[config.mk]
export PLATFORM = sky130hd
export DESIGN_NAME = fetch_stage
export DESIGN_NICKNAME = d
export VERILOG_FILES = /design/src/rtl/fetch_stage.sv
export SDC_FILE = /design/constraint.sdc
export NUM_CORES = 1
export LEC_CHECK = 0
export ABC_AREA = 1
export BUFFER_PORTS_ARGS = -buffer_cell sky130_fd_sc_hd__clkbuf_2
export CAP_MARGIN = 30
export CORE_MARGIN = 2
export CORE_UTILIZATION = 25
export DETAILED_ROUTE_END_ITERATION = 8
export SYNTH_ARGS = -nofsm -noshare
export SYNTH_HDL_FRONTEND = slang
export SYNTH_SLANG_ARGS = --single-unit
[constraint.sdc]
create_clock -name clk -period 1.9 [get_ports clk]
set_clock_uncertainty 0.05 [all_clocks]
set_input_delay 0.285 -clock clk [delete_from_list [all_inputs] [get_ports clk]]
set_output_delay 0.285 -clock clk [all_outputs]
set_load 0.03 [all_outputs]
[src/rtl/fetch_stage.sv]
// Instruction fetch stage: owns the PC, addresses instruction memory and loads
// the IF/ID register with the fetched word and its PC+4, honouring redirects and stalls.
module fetch_stage #(
  parameter int                    WORD_WIDTH = 32,
  parameter logic [WORD_WIDTH-1:0] RESET_PC   = '0
) (
  input  logic                  clk,
  input  logic                  rst_n,
  input  logic                  freeze,
  input  logic                  branch_taken,
  input  logic [WORD_WIDTH-1:0] branch_addr,
  output logic [WORD_WIDTH-1:0] imem_addr,
  input  logic [WORD_WIDTH-1:0] imem_instr,
  output logic [WORD_WIDTH-1:0] if_instr,
  output logic [WORD_WIDTH-1:0] if_pc_plus4,
  output logic                  if_valid
);

  localparam logic [WORD_WIDTH-1:0] PC_STEP = WORD_WIDTH'(4);

  logic [WORD_WIDTH-1:0] pc;
  logic [WORD_WIDTH-1:0] pc_next;

  // Redirect targets are forced onto a word boundary.
  function automatic logic [WORD_WIDTH-1:0] word_align(input logic [WORD_WIDTH-1:0] addr);
    return {addr[WORD_WIDTH-1:2], 2'b00};
  endfunction

  // Sequential PC increment; wraps modulo 2^WORD_WIDTH.
  function automatic logic [WORD_WIDTH-1:0] pc_incr(input logic [WORD_WIDTH-1:0] addr);
    return addr + PC_STEP;
  endfunction

  assign pc_next   = pc_incr(pc);
  assign imem_addr = pc;

  // PC and IF/ID register: redirect beats freeze beats advance
  always_ff @(posedge clk or negedge rst_n) begin
    if (!rst_n) begin
      pc          <= RESET_PC;
      if_instr    <= '0;
      if_pc_plus4 <= '0;
      if_valid    <= 1'b0;
    end else if (branch_taken) begin
      pc          <= word_align(branch_addr);
      if_instr    <= '0;
      if_pc_plus4 <= '0;
      if_valid    <= 1'b0;
    end else if (!freeze) begin
      pc          <= pc_next;
      if_instr    <= imem_instr;
      if_pc_plus4 <= pc_next;
      if_valid    <= 1'b1;
    end
  end

endmodule
==> results of run 1 <==
synthesized netlist by cell type:
| cell type | count |
|---|---|
| sky130_fd_sc_hd__xnor2_1 | 1 |
| sky130_fd_sc_hd__and2_1 | 2 |
| sky130_fd_sc_hd__o21ai_0 | 16 |
| sky130_fd_sc_hd__conb_1 | 1 |
| sky130_fd_sc_hd__inv_2 | 5 |
| sky130_fd_sc_hd__nand3_1 | 47 |
| sky130_fd_sc_hd__clkbuf_1 | 4 |
| sky130_fd_sc_hd__buf_2 | 14 |
| sky130_fd_sc_hd__nor2_2 | 6 |
| sky130_fd_sc_hd__nand3_2 | 2 |
| sky130_fd_sc_hd__nor2_4 | 9 |
| sky130_fd_sc_hd__a22o_1 | 33 |
| sky130_fd_sc_hd__inv_1 | 43 |
| sky130_fd_sc_hd__nand4_1 | 1 |
| sky130_fd_sc_hd__nand2_1 | 187 |
| sky130_fd_sc_hd__o211ai_1 | 7 |
| sky130_fd_sc_hd__nand2_2 | 8 |
| sky130_fd_sc_hd__nand2_4 | 2 |
| sky130_fd_sc_hd__dfrtp_1 | 94 |
| sky130_fd_sc_hd__buf_4 | 4 |
| sky130_fd_sc_hd__or2_2 | 1 |
| sky130_fd_sc_hd__ha_1 | 1 |
| sky130_fd_sc_hd__a21oi_1 | 2 |
| sky130_fd_sc_hd__o21bai_1 | 6 |
| sky130_fd_sc_hd__nor2_1 | 31 |
per-stage QoR:
step	hold slack, ns	power [uW]
after global routing	0.100	5400
after detailed placement	0.212	3340
after floorplan	-0.0606	2930
final	0.111	5090
after global placement	0.204	3340
after CTS	0.0967	5190
worst reg2reg max path, stage by stage, from the launching register on:
cell and delay, ns:
sky130_fd_sc_hd__dfrtp_1 0.40, sky130_fd_sc_hd__ha_1 0.20, sky130_fd_sc_hd__nand2_2 0.09, sky130_fd_sc_hd__nor2_2 0.24
sky130_fd_sc_hd__nand2_4 0.15, sky130_fd_sc_hd__nor2_4 0.19, sky130_fd_sc_hd__nand3_1 0.11, sky130_fd_sc_hd__nand3_2 0.10
sky130_fd_sc_hd__nand2_1 0.05
state kept, by name, summed over array words and instances (netlist names):
register and flops:
if_instr 32, imem_addr 30, if_pc_plus4 31, if_valid 1
per-layer routing:
layer | up-vias | GRT usage | share of wire
met2 | 141 | 0.250 | 0.46
li1 | 2018 | - | -
met3 | 8 | 0.0545 | 0.093
met1 | 1821 | 0.197 | 0.44
met5 | - | 0 | 0
met4 | 0 | 0.0361 | 0.0081
area by class of cell:
type                    count  area [sq um]
clock inverters             5          58.8
inverters                  48           180
multi-input cells         364          1830
repair buffers            172           921
flip-flops and latches     94          2350
clock buffers              11           233
well taps                 225           282
fillers                  1829         11500
cells in the final DEF, fill, tap and decap left out, types with 5 or more instances in the layout:
master and n:
sky130_fd_sc_hd__inv_2 5, sky130_fd_sc_hd__buf_4 10, sky130_fd_sc_hd__inv_1 43, sky130_fd_sc_hd__clkbuf_2 159, sky130_fd_sc_hd__nand3_1 47, sky130_fd_sc_hd__nor2_1 30
sky130_fd_sc_hd__nor2_2 5, sky130_fd_sc_hd__o21bai_1 6, sky130_fd_sc_hd__clkbuf_16 9, sky130_fd_sc_hd__o21ai_0 16, sky130_fd_sc_hd__nor2_4 11, sky130_fd_sc_hd__a22o_1 33
sky130_fd_sc_hd__dfrtp_1 94, sky130_fd_sc_hd__o211ai_1 7, sky130_fd_sc_hd__nand2_1 187, sky130_fd_sc_hd__nand2_2 8
power by group through the flow:
stage               registers [uW]  logic (uW)  clock network [uW]
global placement              2330        1010                   0
detailed placement            2330        1010                   0
CTS                           2300        1020                1880
finish                        2300         996                1800
global route                  2320        1100                1970
floorplan                     2610         321                   0
worst paths after layout:
| path | endpoint | cells past startpoint | from |
|---|---|---|---|
| hold / removal | imem_addr[15]$_DFFE_PN0N_ | 3 | branch_addr[15] |
| setup reg to reg | if_pc_plus4[26]$_DFFE_PN0N_ | 8 | imem_addr[3]$_DFFE_PN0N_ |
| min in group asynchronous | if_pc_plus4[26]$_DFFE_PN0N_ | 2 | rst_n |
| setup / recovery | if_pc_plus4[26]$_DFFE_PN0N_ | 8 | imem_addr[3]$_DFFE_PN0N_ |
| max in group asynchronous | if_instr[26]$_DFFE_PN0N_ | 3 | rst_n |
| hold reg to reg | if_pc_plus4[3]$_DFFE_PN0N_ | 2 | if_pc_plus4[3]$_DFFE_PN0N_ |
logic make-up (layout without fill, tap and decap cells):
| kind of cell | count (synthesis) | in the layout | share of synthesized area |
|---|---|---|---|
| simple gates | 296 | 296 | 0.294 |
| flops | 94 | 94 | 0.527 |
| buf+inv | 70 | 236 | 0.0662 |
| compound gates | 64 | 64 | 0.107 |
| fa+ha+maj | 1 | 1 | 0.00281 |
| other cells | 1 | 2 | 0.000841 |
| xor+xnor | 1 | 1 | 0.00196 |
==> results.md, run 1 <==
Outcome:
- The flow ran to the end, and the final reports show no timing, DRC or antenna violations.

Critical path:
- The setup check on the worst reg-to-reg path leaves a slack of 0.22 ns.
- The endpoint class of the critical path is a register.
- On the worst path, the slowest cell contributes a delay of 0.40 ns.
- The worst setup path is launched from a register.
- The kind of cell adding the most delay to the critical path is simple AND/OR/NAND/NOR gates.
- The largest driver fanout on the critical path is 6.
- The worst-path cell with the longest stage delay is sky130_fd_sc_hd__dfrtp_1.
- The number of buffer and inverter stages on the critical path is 0.
- The worst setup path is of the register to register kind.
- The signal on the critical path passes through ha_1 -> nand2_2 -> nor2_2 -> nand2_4 -> nor2_4 -> nand3_1 -> nand3_2 -> nand2_1.
- Data arrives at the worst endpoint at 1.87 ns.
- At the worst endpoint, the required time is 2.09 ns.

Detailed routing:
- The via count of the routed design is 3988.
- The initial DRC count is 235.
- The routed wirelength normalized by instance count is 14.9 um.
- Wires add up to 13700 um.
- The detail route stage leaves a number of antenna-violating nets equal to 0.
- The number of vias per cell is 4.34.
- In the routed design, unresolved DRC markers number 0.
- Before antenna repair, the detailed router went through 4 iterations.

Power and ir drop:
- The relative contribution of sequential cells to total power is 0.451.
- Of the total power, the clock network draws 0.353.
- For this design the total switching power over the nets is 1620 uW.
- Of the total power, the share spent switching nets is 0.317.
- The worst-case IR drop observed on VDD is 0.000433 V.
- The logic gate share of total power is 0.196.
- The static leakage power is 0.00315 uW.
- Power spread over the standard cell area amounts to 870 mW/mm^2.
- The internal power component is 3480 uW.

Clock network:
- Counting every sink on the clock net gives 94.
- The clock-pin slew of the registers on the worst-case setup and hold paths is 0.07 ns.
- The root buffer cell is sky130_fd_sc_hd__clkbuf_16.
- The CTS tree is done.
- The H-tree was split into 3 levels.
- The post-CTS setup buffer count is 0.
- The clock insertion delay at the later pin of the skew report is 0.34 ns.
- The worst-case clock buffer depth is 2.
- The number of buffers created by CTS is 9.
- The quantity of gates resized following cts is 0.
- The quantity of hold-fixing buffers added after cts is 1.

Synth:
- The area of the mapped netlist is 0.00446 sq mm.
- The share of the Yosys chip area taken by registers is 0.527.
- The number of storage elements in the synthesis netlist is 94.
- The post-synthesis cell count is 527.
- In this run the mean area of a mapped cell was 8.46 sq um.
- The distinct cell type count of the synthesized netlist is 25.
- The cell type with the largest total area after synthesis is sky130_fd_sc_hd__dfrtp_1.
- Ranked by total cell area, the synthesized netlist is headed by sky130_fd_sc_hd__dfrtp_1, sky130_fd_sc_hd__nand2_1, sky130_fd_sc_hd__a22o_1.
- The Yosys step of the flow raised 0 warnings.
- The share of synthesized area in the top cell type comes to 0.527.

Timing:
- The total count of max-transition violations in the final report is 0.
- Adding up every negative setup slack in the final design gives 0 ns.
- Setup repair after global routing left no endpoint under its margin.
- The worst path in the final design needs a cycle of 1.68 ns, including I/O delays and setup.
- Derived from the worst setup path, the maximum achievable clock frequency is 0.594 GHz.
- The final number of setup-violating endpoints is 0.
- Dividing the final minimum period by the clock period gives 0.886.
- The total count of hold-check failures in the final report is 0.
- Across all setup checks in the final design, the least slack found is 0.216 ns.

Hold path:
- The type of the worst min-delay path is primary input to register.

Flow run:
- Max-cap violations in this run came to 0.

Placement:
- Input and output buffers added on the ports amount to 160.
- The area of placed instances is 0.00555 sq mm.
- The post-placement setup slack is 0.236 ns.
- In this run, placement finished with an instance count of 902.
- The detailed placer's ending HPWL is 10500 um.
- The global placer's final weighted congestion is 0.887.

Finish:
- The number of inserted diodes is 0.
- In the final layout, the share of cells above drive strength 1 is 0.316.
- The layout net count is 758.
- The finished layout holds 919 standard cells, fillers aside.
- The post-route core utilization is 0.337.
- Relative to the synthesized area, the layout overhead comes to 31.3%.
- The finished cells cover 0.00585 sq mm.

GRT:
- The maximum number of pins on one net before global-route repair is 39.
- For this run, the total global-route usage over all layers was measured as 0.154.
- The number of global-route vias before repair is 4011.
- The number of antenna violations at the first check in global routing is 0.
- The global-route wire length before repair is 21900 um.
- Summed over all layers, the global routing overflow is 0.

Die:
- The initial utilization of the core area, before any placement, comes to 0.257.
- The width of the die is 138 um.
- Row generation in the floorplan step produced 48 rows.
- The die is 138 um tall.
- After floorplanning, the core was sized to cover 0.0174 sq mm.
- The floorplan step defined a die boundary enclosing 0.0189 sq mm.
- The I/O pin count is 165.
No activity file was read; power rests on OpenSTA's default activity.
==> run 2, diff against run 1 <==
--- a/config.mk
+++ b/config.mk
@@ -11,6 +11,7 @@
 export CORE_MARGIN = 2
 export CORE_UTILIZATION = 25
 export DETAILED_ROUTE_END_ITERATION = 8
+export REMOVE_ABC_BUFFERS = 1
 export SYNTH_ARGS = -nofsm -noshare
 export SYNTH_HDL_FRONTEND = slang
 export SYNTH_SLANG_ARGS = --single-unit
==> run 2 against run 1 <==
Clock-buffer cell count unchanged. Register-to-register slack improved by 0.05 ns. Largest power group unchanged. Critical path depth unchanged. Critical path type unchanged. Critical endpoint is now imem_addr[18]$_DFFE_PN0N_.
==> results.md, run 2 (same netlist as run 1, synthesis figures left out) <==
Finish:
- The register name with the most flops is if_instr.
- The area of the multi-input gates is 0.00183 sq mm (unchanged).
- The most frequent standard cell in the layout excluding fill and tap cells is sky130_fd_sc_hd__nand2_1.
- Leaving out fill and tap cells, the most frequent cells in the layout are sky130_fd_sc_hd__nand2_1, sky130_fd_sc_hd__clkbuf_2, sky130_fd_sc_hd__dfrtp_1.
- The synthesis-to-layout area growth is 31.3% (about the same).
- The number of filler instances in the final layout is 1836 (+0.38%).
- The layout net count is 756 (-0.26%).
- The layout cell share with drive strength beyond 1 is 0.313 (-0.00297).
- The post-route core utilization is 0.337 (about the same).
- The flip-flop count of the largest register, all copies and words added was 32 (unchanged).
- The area occupied by registers is 0.00235 sq mm (unchanged).
- The number of inserted diodes is 0 (unchanged).

Detailed routing:
- The number of vias per cell was 4.24 (-2.3%).
- The overall routed net length is 12800 um (-6.3%).
- The detailed-router iteration count before antenna repair is 4 (unchanged).
- The routed wirelength normalized by instance count was 14.0 um (-6.0%).
- The post-route antenna net violation count is 0 (unchanged).
- The initial DRC count is 141 (-40%).
- The via count of the routed design came to 3883 (-2.6%).
- The detailed-route DRC error count is 0 (unchanged).

Hold path:
- The startpoint identified for the worst hold timing path is branch_addr[7].
- The terminating pin of the worst hold path is imem_addr[7]$_DFFE_PN0N_.
- The number of cells on the worst hold path is 3 (unchanged).
- The type of the worst min-delay path is primary input to register.

Critical path:
- The reg-to-reg critical path startpoint is imem_addr[3]$_DFFE_PN0N_.
- The register-to-register setup slack is 0.26 ns (+0.05 ns).
- The largest driver fanout on the critical path came to 6 (unchanged).
- The endpoint of the worst-slack reg-to-reg timing path is imem_addr[18]$_DFFE_PN0N_.
- The worst endpoint required time was 2.08 ns (about the same).
- The launching element type of the critical path is a register.
- The count of cells along the worst register-to-register path came to 8 (unchanged).
- The setup path with the least slack is of type register to register.
- The data arrival time of the worst path is 1.81 ns (-0.06 ns).
- The worst setup path is captured at a register.

Clock network:
- The clock insertion delay at the later pin of the skew report was 0.35 ns (about the same).
- The sink count of the clock tree is 94 (unchanged).
- The number of buffers created by CTS is 9 (unchanged).
- The number of H-tree branching levels is 3 (unchanged).
- The worst-case clock buffer depth came to 2 (unchanged).
- The CTS tree is done.
- The clock-pin slew of the registers on the worst-case setup and hold paths is 0.06 ns (about the same).
- CTS placed an instance of sky130_fd_sc_hd__clkbuf_16 at the clock tree root.
- The quantity of gates resized following cts came to 0 (unchanged).

Timing:
- The share of the clock period used by the worst path is 0.861 (-0.0255).
- The total count of hold-check failures in the final report was 0 (unchanged).
- The final total negative setup slack came to 0 ns (unchanged).
- Setup repair after global routing left no endpoint under its margin.
- The final number of setup-violating endpoints is 0 (unchanged).
- The total count of max-transition violations in the final report came to 0 (unchanged).
- The final period demand of the worst path is 1.64 ns (-0.0485 ns).
- The maximum clock frequency was 0.611 GHz (+3.0%).

Die:
- The vertical die dimension is 138 um (unchanged).
- The floorplan die area is 0.0189 sq mm (unchanged).
- The I/O pin count was 165 (unchanged).
- The initial core utilization is 0.257 (unchanged).
- The width of the die is 138 um (unchanged).
- The number of placement rows was 48 (unchanged).
- The total core area is 0.0174 sq mm (unchanged).

Outcome:
- The run finished with clean final reports.

Power and ir drop:
- The largest voltage drop on the vdd net was 0.000405 V (-6.4%).
- The static leakage power came to 0.00315 uW (about the same).
- The power density over the cells came to 883 mW/mm^2 (+1.6%).

GRT:
- The maximum number of pins on one net before global-route repair is 36 (-7.7%).
- The global-route total usage across every layer was 0.139 (-0.0155).
- The total grt overflow was 0 (unchanged).
- The number of antenna violations at the first check in global routing is 0 (unchanged).
- The global-route wire length before repair is 19900 um (-9.2%).
- The number of global-route vias before repair is 3780 (-5.8%).

Flow run:
- The number of maximum-capacitance violations is 0 (unchanged).

Placement:
- The global placer's final weighted congestion is 0.792 (-11%).
- The detailed placer's ending HPWL was 10000 um (-4.8%).
- The number of port buffers is 160 (unchanged).
run 2: per-stage QoR:
step	hold slack (ns)	cells	power [uW]	instance area, sq um	setup slack [ns]
finish	0.105	916	5170	5850	0.264
global route	0.115	916	5440	5850	0.146
CTS	0.0956	916	5270	5850	0.245
detailed placement	0.231	900	3330	5540	0.253
global placement	0.230	900	3320	5540	0.293
floorplan	-0.0606	506	2910	4350	-1.66
run 2: what timing repair did:
item                                   CTS  global route
hold buffers                             1             0
endpoints found under the hold margin   32             0
setup endpoints to repair                0             0
buffers inserted                         0             0
run 2: power by group:
| part | leakage [uW] | internal [uW] | switching (uW) |
|---|---|---|---|
| Sequential | 0.00122 | 2150 | 149 |
| Clock | 0.000146 | 1140 | 745 |
| Combinational | 0.00179 | 297 | 684 |
run 2: cell type report:
type,count,share of cell area
sequential,94,0.402
timing repair buffer,170,0.155
clock buffer,11,0.0398
multi-input combinational,364,0.312
inverter,48,0.0308
tap,225,0.0481
clock inverter,4,0.0124
run 2: layer usage:
layer / part of all wire / up-vias / track usage
met5: 0 / - / 0
met4: 0.016 / 0 / 0.0567
met3: 0.055 / 12 / 0.0243
met2: 0.46 / 111 / 0.233
met1: 0.47 / 1743 / 0.176
li1: - / 2017 / -
run 2: worst max-delay path, cell delays in order, from the launching register on:
cell                      delay (ns)
sky130_fd_sc_hd__dfrtp_1        0.39
sky130_fd_sc_hd__ha_1           0.19
sky130_fd_sc_hd__nand2_2        0.09
sky130_fd_sc_hd__nor2_2         0.22
sky130_fd_sc_hd__nand2_4        0.15
sky130_fd_sc_hd__nor2_4         0.18
sky130_fd_sc_hd__nand2_1        0.06
sky130_fd_sc_hd__nand3_1        0.11
sky130_fd_sc_hd__nand3_1        0.07
run 2: how the worst max path moves through the flow:
stage               cells after the start                      from                        end
floorplan                               6                    freeze  imem_addr[23]$_DFFE_PN0N_
global placement                        8  imem_addr[3]$_DFFE_PN0N_  imem_addr[18]$_DFFE_PN0N_
detailed placement                      8  imem_addr[3]$_DFFE_PN0N_  imem_addr[18]$_DFFE_PN0N_
CTS                                     8  imem_addr[3]$_DFFE_PN0N_  imem_addr[18]$_DFFE_PN0N_
global route                            8  imem_addr[3]$_DFFE_PN0N_  imem_addr[18]$_DFFE_PN0N_
finish                                  8  imem_addr[3]$_DFFE_PN0N_  imem_addr[18]$_DFFE_PN0N_
==> run 3, diff against run 2 <==
--- a/config.mk
+++ b/config.mk
@@ -11,6 +11,7 @@
 export CORE_MARGIN = 2
 export CORE_UTILIZATION = 25
 export DETAILED_ROUTE_END_ITERATION = 8
+export MAX_ROUTING_LAYER = met4
 export REMOVE_ABC_BUFFERS = 1
 export SYNTH_ARGS = -nofsm -noshare
 export SYNTH_HDL_FRONTEND = slang
==> run 3 against run 2 <==
Routed wire length is essentially flat. Worst hold slack improved by 0.0020 ns. Register-to-register slack about the same. Critical endpoint unchanged.
==> results.md, run 3 (same netlist as run 1, synthesis figures left out) <==
Timing:
- The least setup slack across all paths after layout is 0.261 ns (-0.00312 ns).
- The final number of setup-violating endpoints came to 0 (unchanged).
- Setup repair after global routing left no endpoint under its margin.
- The share of the clock period used by the worst path was 0.862 (+0.00164).
- The worst hold margin is 0.107 ns (+0.00203 ns).
- The total count of max-transition violations in the final report is 0 (unchanged).
- The final period demand of the worst path is 1.64 ns (+0.00312 ns).
- The maximum clock frequency is 0.610 GHz (-0.19%).
- The total count of hold-check failures in the final report was 0 (unchanged).

Finish:
- In the layout the commonest cells are sky130_fd_sc_hd__nand2_1, sky130_fd_sc_hd__clkbuf_2, sky130_fd_sc_hd__dfrtp_1.
- The count of non-filler cells in the finished layout is 916 (unchanged).
- if_instr holds more flip-flops than any other register.
- The post-layout instance area is 0.00585 sq mm (unchanged).
- The synthesis-to-layout area growth is 31.3% (unchanged).
- The layout cell share with drive strength beyond 1 is 0.313 (unchanged).
- The area occupied by registers is 0.00235 sq mm (unchanged).
- The number of inserted diodes is 0 (unchanged).
- The area of the multi-input gates is 0.00183 sq mm (unchanged).
- The layout net count was 756 (unchanged).
- The flip-flop count of the largest register, all copies and words added is 32 (unchanged).
- The number of filler instances in the final layout is 1836 (unchanged).
- The most frequent standard cell in the layout excluding fill and tap cells is sky130_fd_sc_hd__nand2_1.

Placement:
- The number of placed instances with taps included is 900 (unchanged).
- The post-placement setup slack is 0.253 ns (unchanged).
- The area of placed instances was 0.00554 sq mm (unchanged).
- The detailed placer's ending HPWL is 10000 um (unchanged).
- The number of port buffers came to 160 (unchanged).
- The global placer's final weighted congestion is 0.803 (+1.4%).

Critical path:
- The reg-to-reg critical path startpoint is imem_addr[3]$_DFFE_PN0N_.
- The launching element type of the critical path is a register.
- In this run the critical register-to-register path is captured at imem_addr[18]$_DFFE_PN0N_.
- The register-to-register setup slack was 0.26 ns (about the same).
- The data arrival time of the worst path is 1.82 ns (about the same).
- The critical setup path kind is register to register.
- In this run the worst setup path begins at imem_addr[3]$_DFFE_PN0N_.
- The worst setup path is captured at a register.
- The worst endpoint required time came to 2.08 ns (about the same).
- The largest driver fanout on the critical path is 6 (unchanged).
- The count of cells along the worst register-to-register path was 8 (unchanged).

Clock network:
- The number of buffers created by CTS is 9 (unchanged).
- The clock-pin slew of the registers on the worst-case setup and hold paths came to 0.06 ns (about the same).
- The post-CTS setup buffer count is 0 (unchanged).
- The worst-case clock buffer depth is 2 (unchanged).
- The clock insertion delay at the later pin of the skew report is 0.34 ns (about the same).
- The sink count of the clock tree is 94 (unchanged).
- The quantity of gates resized following cts is 0 (unchanged).
- The root buffer cell is sky130_fd_sc_hd__clkbuf_16.
- The number of H-tree branching levels is 3 (unchanged).
- TritonCTS built the clock tree.

Power and ir drop:
- The largest voltage drop on the vdd net was 0.000399 V (-1.5%).
- The internal power component is 3590 uW (about the same).
- The net load switching power is 1570 uW (-0.45%).
- The portion of total power attributed to the clock network is 0.364 (about the same).
- The power density over the cells is 882 mW/mm^2 (-0.14%).
- The static leakage power is 0.00315 uW (unchanged).
- The logic gate share of total power is 0.190 (about the same).
- The relative contribution of sequential cells to total power was 0.446 (about the same).
- The fraction of power spent switching nets was 0.304 (-0.000956).

GRT:
- The number of antenna violations at the first check in global routing came to 0 (unchanged).
- The maximum number of pins on one net before global-route repair is 36 (unchanged).
- The total grt overflow is 0 (unchanged).
- The global-route total usage across every layer is 0.143 (+0.00394).
- The global-route wire length before repair is 19900 um (-0.11%).
- The number of global-route vias before repair was 3783 (+0.079%).

Detailed routing:
- The post-route antenna net violation count is 0 (unchanged).
- The via count of the routed design is 3879 (-0.10%).
- Signal routing reaches up to met4.
- The detailed-routed wire length on met2 is 5950 um (+0.57%).
- The number of vias per cell is 4.23 (-0.10%).
- The initial DRC count is 150 (+6.4%).
- The overall routed net length is 12800 um (about the same).
- The detailed-route DRC error count is 0 (unchanged).
- The met3 layer wire length in the routed design came to 642 um (-8.9%).
- The routed wirelength normalized by instance count was 14.0 um (about the same).
- The detailed-router iteration count before antenna repair was 4 (unchanged).
- The detailed-routing wirelength on met1 is 6010 um (+0.94%).

Hold path:
- The startpoint of the worst hold path is branch_addr[7].
- The type of the worst min-delay path is primary input to register.
- The number of cells on the worst hold path is 3 (unchanged).
- For hold timing, the worst endpoint is imem_addr[7]$_DFFE_PN0N_.

Flow run:
- The number of maximum-capacitance violations is 0 (unchanged).

Die:
- The I/O pin count is 165 (unchanged).
- The initial core utilization is 0.257 (unchanged).
- The vertical die dimension was 138 um (unchanged).
- The width of the die is 138 um (unchanged).
- The floorplan die area is 0.0189 sq mm (unchanged).
- The number of placement rows is 48 (unchanged).
- The total core area came to 0.0174 sq mm (unchanged).

Outcome:
- The run finished with clean final reports.
==> run 3: cell counts in the layout (fill, tap and decap cells not counted) <==
No cell type changed its count.
==> run 3: timing repair <==
item / 4_1_cts / 5_1_grt
hold buffers: 1 / 0
endpoints found under the setup margin: 0 / 0
hold endpoints to repair: 32 / 0
==> run 3: layout make-up <==
cell class,count,share of cell area
clock buffer,11,0.0398
clock inverter,4,0.0124
inverter,48,0.0308
multi-input combinational,364,0.312
sequential,94,0.402
tap,225,0.0481
timing repair buffer,170,0.155
==> run 3: power by group through the flow <==
| stage | logic [uW] | clock network (uW) | registers [uW] |
|---|---|---|---|
| finish | 981 | 1880 | 2300 |
| global route | 1080 | 2030 | 2320 |
| CTS | 1000 | 1970 | 2300 |
| detailed placement | 999 | 0 | 2330 |
| global placement | 992 | 0 | 2330 |
| floorplan | 300 | 0 | 2610 |
==> run 3: worst max-delay path, cell delays in order (launching register included) <==
cell                      delay [ns]
sky130_fd_sc_hd__dfrtp_1        0.39
sky130_fd_sc_hd__ha_1           0.19
sky130_fd_sc_hd__nand2_2        0.09
sky130_fd_sc_hd__nor2_2         0.22
sky130_fd_sc_hd__nand2_4        0.15
sky130_fd_sc_hd__nor2_4         0.18
sky130_fd_sc_hd__nand2_1        0.06
sky130_fd_sc_hd__nand3_1        0.11
sky130_fd_sc_hd__nand3_1        0.07
==> run 3: how the worst max path moves through the flow <==
stage	end	cells past startpoint
3_3_place_gp	imem_addr[18]$_DFFE_PN0N_	8
2_1_floorplan	imem_addr[23]$_DFFE_PN0N_	6
5_1_grt	imem_addr[18]$_DFFE_PN0N_	8
3_5_place_dp	imem_addr[18]$_DFFE_PN0N_	8
4_1_cts	imem_addr[18]$_DFFE_PN0N_	8
6_report	imem_addr[18]$_DFFE_PN0N_	8
==> run 3: routing by layer <==
metal	track usage	vias up
met5	-	-
met4	0.0567	0
met3	0.0224	11
met2	0.234	102
met1	0.177	1746
li1	-	2020
==> run 3: through the flow <==
stage / total power [uW] / util / setup TNS [ns]
2_1_floorplan: 2910 / - / -112.66
3_3_place_gp: 3320 / 0.319 / 0
3_5_place_dp: 3330 / 0.319 / 0
4_1_cts: 5270 / 0.337 / 0
5_1_grt: 5440 / 0.337 / 0
6_report: 5160 / 0.337 / 0
